### src/rtl/ws2812_matrix_scanner_pkg.sv
// Shared definitions for the WS2812 matrix scanner: controller command codes
// (the same codes ws2812_rgb_controller decodes) and scanner state encodings.
package ws2812_matrix_scanner_pkg;

  localparam logic [1:0] CMD_IDLE  = 2'b00;
  localparam logic [1:0] CMD_TX    = 2'b01;
  localparam logic [1:0] CMD_RESET = 2'b10;

  localparam logic [2:0] ST_IDLE       = 3'd0;
  localparam logic [2:0] ST_FETCH      = 3'd1;
  localparam logic [2:0] ST_START      = 3'd2;
  localparam logic [2:0] ST_ADVANCE    = 3'd3;
  localparam logic [2:0] ST_LOAD       = 3'd4;
  localparam logic [2:0] ST_WAIT_DATA  = 3'd5;
  localparam logic [2:0] ST_LATCH      = 3'd6;
  localparam logic [2:0] ST_WAIT_LATCH = 3'd7;

  // Command presented to the controller in each scanner state.
  function automatic logic [1:0] state_cmd(input logic [2:0] st);
    case (st)
      ST_START, ST_ADVANCE, ST_LOAD, ST_WAIT_DATA: state_cmd = CMD_TX;
      ST_LATCH, ST_WAIT_LATCH:                     state_cmd = CMD_RESET;
      default:                                     state_cmd = CMD_IDLE;
    endcase
  endfunction

endpackage

### src/rtl/ws2812_matrix_addr_gen.sv
// Raster row/column counters for the matrix scanner. Produces the framebuffer
// read address (with optional serpentine column mirroring on odd rows) and a
// flag marking the last pixel of the frame. Stepping past the last pixel wraps
// back to (0,0).
module ws2812_matrix_addr_gen #(
  parameter int WIDTH      = 4,
  parameter int HEIGHT     = 1,
  parameter int SERPENTINE = 0,
  parameter int COORD_W    = 8
) (
  input  logic               clk,
  input  logic               rst,
  input  logic               clear,
  input  logic               step,
  output logic [COORD_W-1:0] fb_row,
  output logic [COORD_W-1:0] fb_column,
  output logic               last
);

  // One bit wider than the address so WIDTH/HEIGHT = 2**COORD_W compare correctly.
  localparam logic [COORD_W:0]   WIDTH_EXT  = (COORD_W+1)'(WIDTH);
  localparam logic [COORD_W:0]   HEIGHT_EXT = (COORD_W+1)'(HEIGHT);
  localparam logic [COORD_W:0]   ONE_EXT    = (COORD_W+1)'(1);
  localparam logic [COORD_W-1:0] ONE        = COORD_W'(1);
  localparam logic [COORD_W-1:0] COL_MAX    = COORD_W'(WIDTH - 1);

  logic [COORD_W-1:0] row;
  logic [COORD_W-1:0] col;
  logic               col_end;
  logic               row_end;

  assign col_end = ({1'b0, col} + ONE_EXT) >= WIDTH_EXT;
  assign row_end = ({1'b0, row} + ONE_EXT) >= HEIGHT_EXT;
  assign last    = col_end && row_end;

  assign fb_row    = row;
  assign fb_column = ((SERPENTINE != 0) && row[0]) ? (COL_MAX - col) : col;

  // Raster counters: column first, row on column wrap, both wrap after the last pixel.
  always_ff @(posedge clk) begin
    // NOTE: registers take non-blocking assignments so every flop samples the
    // pre-edge values, independent of statement order.
    if (rst || clear) begin
      row <= '0;
      col <= '0;
    end else if (step) begin
      if (!col_end) begin
        col <= col + ONE;
      end else begin
        col <= '0;
        row <= row_end ? '0 : row + ONE;
      end
    end
  end

endmodule

### src/rtl/ws2812_matrix_scanner.sv
// Frame refresh sequencer: walks the framebuffer in raster order, latches each
// pixel colour and hands it to the WS2812 controller through the TX/RESET
// command handshake, closing every frame with a RESET latch command.
module ws2812_matrix_scanner
  import ws2812_matrix_scanner_pkg::*;
#(
  parameter int WIDTH      = 4,
  parameter int HEIGHT     = 1,
  parameter int SERPENTINE = 0,
  parameter int COORD_W    = 8
) (
  input  logic               clk,
  input  logic               rst,
  input  logic               enable,
  output logic [COORD_W-1:0] fb_row,
  output logic [COORD_W-1:0] fb_column,
  input  logic [7:0]         fb_r,
  input  logic [7:0]         fb_g,
  input  logic [7:0]         fb_b,
  output logic [7:0]         r,
  output logic [7:0]         g,
  output logic [7:0]         b,
  output logic [1:0]         cmd,
  input  logic               cmd_req,
  input  logic               data_req,
  output logic               busy,
  output logic               frame_done
);

  logic [2:0] state;
  logic [2:0] state_nxt;
  logic       last;
  logic       addr_step;
  logic       addr_clear;

  // Counters step only in ADVANCE; IDLE holds them at (0,0) for the next frame.
  assign addr_step  = (state == ST_ADVANCE);
  assign addr_clear = (state == ST_IDLE);
  assign cmd        = state_cmd(state);

  ws2812_matrix_addr_gen #(
    .WIDTH      (WIDTH),
    .HEIGHT     (HEIGHT),
    .SERPENTINE (SERPENTINE),
    .COORD_W    (COORD_W)
  ) u_addr_gen (
    .clk       (clk),
    .rst       (rst),
    .clear     (addr_clear),
    .step      (addr_step),
    .fb_row    (fb_row),
    .fb_column (fb_column),
    .last      (last)
  );

  // Next-state logic; each wait state reacts only to the strobe it waits for.
  always_comb begin
    // NOTE: default first so every path assigns state_nxt and no latch is inferred.
    state_nxt = state;
    case (state)
      ST_IDLE:       if (enable) state_nxt = ST_FETCH;
      ST_FETCH:      state_nxt = ST_START;
      ST_START:      if (cmd_req) state_nxt = ST_ADVANCE;
      ST_ADVANCE:    state_nxt = last ? ST_LATCH : ST_LOAD;
      ST_LOAD:       state_nxt = ST_WAIT_DATA;
      ST_WAIT_DATA:  if (data_req) state_nxt = ST_ADVANCE;
      ST_LATCH:      if (cmd_req) state_nxt = ST_WAIT_LATCH;
      ST_WAIT_LATCH: if (cmd_req) state_nxt = enable ? ST_FETCH : ST_IDLE;
      default:       state_nxt = ST_IDLE;
    endcase
  end

  // State, status flags and colour registers; colour changes only in FETCH/LOAD.
  always_ff @(posedge clk) begin
    if (rst) begin
      state      <= ST_IDLE;
      busy       <= 1'b0;
      frame_done <= 1'b0;
      r          <= '0;
      g          <= '0;
      b          <= '0;
    end else begin
      state      <= state_nxt;
      busy       <= (state_nxt != ST_IDLE);
      frame_done <= (state == ST_WAIT_LATCH) && cmd_req;
      if ((state == ST_FETCH) || (state == ST_LOAD)) begin
        r <= fb_r;
        g <= fb_g;
        b <= fb_b;
      end
    end
  end

endmodule

### config.mk
export PLATFORM = sky130hd
export DESIGN_NAME = ws2812_matrix_scanner
export DESIGN_NICKNAME = d
export VERILOG_FILES = /design/src/rtl/ws2812_matrix_scanner_pkg.sv /design/src/rtl/ws2812_matrix_addr_gen.sv /design/src/rtl/ws2812_matrix_scanner.sv
export SDC_FILE = /design/constraint.sdc
export NUM_CORES = 1
export LEC_CHECK = 0
export ABC_AREA = 1
export ABC_CLOCK_PERIOD_IN_PS = 4140
export BUFFER_PORTS_ARGS = -buffer_cell sky130_fd_sc_hd__buf_2
export CORE_ASPECT_RATIO = 0.5
export CORE_UTILIZATION = 51
export CTS_CLUSTER_SIZE = 24
export DETAILED_ROUTE_END_ITERATION = 12
export PLACE_DENSITY = 0.86
export SETUP_SLACK_MARGIN = 0.3
export SLEW_MARGIN = 20
export SYNTH_ARGS = -nofsm -noshare
export SYNTH_HDL_FRONTEND = slang
export SYNTH_SLANG_ARGS = --single-unit
### constraint.sdc
create_clock -name clk -period 4.14 [get_ports clk]
set_clock_uncertainty 0.2 [all_clocks]
set_input_delay 0 -clock clk [delete_from_list [all_inputs] [get_ports clk]]
set_output_delay 0 -clock clk [all_outputs]
set_load 0.03 [all_outputs]
==> flow_summary_export.csv <==
group,metric,value,unit
yosys,synth.avg_cell_area,7.42,sq um
grt,grt_pass1_wl,7900,microns
drt,avgRoutedWirePerCell,12.1,microns
yosys,synth_area,1840,sq um
drt,remaining_drc_errors,0,
layout,final_util,80.8,%
power_and_ir_drop,p_per_area,369,nW/um^2
grt,grt-ovfl-total,0,
power_and_ir_drop,seqPwrFrac,50.3,%
worst_setup_path,critPathMaxFanout,25,
die,dieArea,3870,sq um
sta,relSlewSlack,53.1,%
hold_path,hold_path.class,"in2reg",
clock_network,clkLatencyLatePin,300,ps
layout,drive_gt1_share,25.2,%
worst_setup_path,cp_data_arrival_time,2490,ps
power_and_ir_drop,p_leak,1.27,nW
sta,worst_slew_pin_slew,703,ps
clock_network,cts_max_path_buffers,2,
drt,viasPerCell,4.94,
worst_setup_path,endpoint_kind,"register",
power_and_ir_drop,ir_worst_vdd,0.000253,V
die,die-height,44.5,microns
sta,hold_viol,0,
clock_network,postCtsSetupBuffers,0,
clock_network,cts_buffers,5,
clock_network,cts_root_buf,"clkbuf_8",
drt,vias,1960,
clock_network,h-tree-depth,2,
placed_design,dpl.hpwl,2870,microns
die,core_area,3210,sq um
sta,final.min_clock_period,2510,ps
sta,setup_tns,0,ps
placed_design,finalWeightedCongestion,0.820,
yosys,synth_area_leaders,"dfxtp_1, nor2_1, o21ai_0",
drt,final_antenna_net_count,0,
yosys,synth_seq_cells,45,
clock_network,path_clk_slew,80,ps
die,pin_count,73,
clock_network,clkSinkCount,45,
layout,syn_to_final_growth,40.8,%
grt,grt_antenna_before_repair,0,
die,rows,14,
yosys,synth_top_area_cell,"dfxtp_1",
yosys,ys_seq_area_share,49.0,%
sta,rsz0062_at_grt,"false",
drt,drtIter0Drc,82,
grt,grtUsageTotal,26.9,%
sta,drv_slew,0,
die,start_util,57.4,%
yosys,syn_nets,281,
worst_setup_path,critPathKind,"reg2reg",
placed_design,port_buffers,72,
layout,final_nets,382,
yosys,yosysTopAreaCellShare,49.0,%
drt,dr.pass1.iters,5,
sta,period_share,60.5,%
grt,first_global_vias,1848,
drt,drt-total-wl,4800,microns
worst_setup_path,start_kind,"register",
run,cap_violations,0,
yosys,yosys_warnings,0,
sta,fmax,399,MHz
power_and_ir_drop,power_frac_clock,28.8,%
power_and_ir_drop,p_switching,293,uW
power_and_ir_drop,comb_power_share,21.0,%
run_status,status,"complete, no violations",
grt,grt_max_degree,26,
sta,setup_violations,0,
clock_network,cts_tree,"done",
power_and_ir_drop,swShare,30.7,%
power_and_ir_drop,p_int,663,uW
die,die_w,86.9,microns
yosys,synth_cell_type_count,25,
worst_setup_path,cp_data_required_time,4130,ps
yosys,synthCells,248,
layout,diodes,0,
[cells in the final DEF, fill, tap and decap left out, types with 3 or more instances in the layout]
cell,n
dfxtp_1,45
clkbuf_8,6
buf_2,72
o21ai_0,27
nor2_1,69
inv_1,27
a21oi_1,4
nand3_1,6
nor3_1,6
nand2_1,35
ha_1,4
dlygate4sd3_1,28
nor2_2,3
[final timing paths]
check	from	endpoint	slack (ps)	cells after the start
min	enable	busy$_SDFF_PP0_	100	7
max	state[2]$_SDFF_PP0_	r[2]$_SDFFE_PP0P_	1630	7
min reg2reg	u_addr_gen.fb_row[4]$_SDFFE_PP0P_	u_addr_gen.fb_row[4]$_SDFFE_PP0P_	250	2
max reg2reg	state[2]$_SDFF_PP0_	r[2]$_SDFFE_PP0P_	1630	7
[state kept, by name (all words and copies together) (netlist names)]
| register | cells |
|---|---|
| u_addr_gen.fb_column | 8 |
| state | 3 |
| b | 8 |
| u_addr_gen.fb_row | 8 |
| busy | 1 |
| frame_done | 1 |
| r | 8 |
| g | 8 |
[synth_stat cells, drive strengths merged]
cell type  instances
a21oi              6
buf                5
inv               27
clkbuf             1
o21bai             1
nand2             38
nor4               2
nor2              73
xor2               2
ha                 4
o21ai             28
nor3               6
nand3              6
dfxtp             45
o22ai              1
o2111ai            1
nand4              2
[routing by layer]
metal	wire length (microns)	global-route usage, %	share of wire (%)
met3	277	7.84	5.8
met4	119	13.3	2.5
met1	2070	30.8	43
met5	0	0	0
met2	2320	47.2	48
[critical path, cell delays in order (launching register included)]
cell and delay (ps):
dfxtp_1 430, inv_1 160, nor2_4 140, nand2_1 60
nand2_1 510, inv_1 530, nor2_1 280, nor2_1 70
[stage by stage]
step	std cells	setup slack [ps]	instance area, sq um	hold WS [ps]	power [mW]
global route	397	1460	2590	172	0.997
global placement	362	1920	2220	23.3	0.659
finish	397	1630	2590	97.2	0.956
CTS	397	1780	2590	25.9	0.952
detailed placement	362	1800	2220	27.2	0.662
floorplan	248	2230	1840	-122	0.611
[final cells by class]
cell class / count / area, sq um
clock buffer: 6 / 82.6
clock inverter: 1 / 7.51
fill: 225 / 616
inverter: 27 / 101
multi-input combinational: 170 / 797
sequential: 45 / 901
tap: 48 / 60.1
timing repair buffer: 100 / 641
[logic make-up (layout without fill, tap and decap cells)]
family / after synthesis / count (layout) / synth area share (%)
flip-flops: 45 / 45 / 49.0
XOR/XNOR: 2 / 2 / 0.953
AND/OR/NAND/NOR: 127 / 127 / 28.8
adder cells (fa/ha/maj): 4 / 4 / 2.72
buffers and inverters: 33 / 134 / 7.69
AO/OA/AOI/OAI: 37 / 37 / 10.9
[timing repair]
action,in CTS,in global routing
hold endpoints to repair,38,0
hold buffers,28,0
gates resized for setup,0,0
setup endpoints to repair,0,0
[power groups by stage]
stage	clock, mW	sequential [mW]	combinational (mW)
6_report	0.275	0.480	0.200
3_5_place_dp	0	0.488	0.174
2_1_floorplan	0	0.545	0.0662
5_1_grt	0.296	0.484	0.217
4_1_cts	0.278	0.479	0.195
3_3_place_gp	0	0.488	0.170
Power figures use the tool's default switching activity.
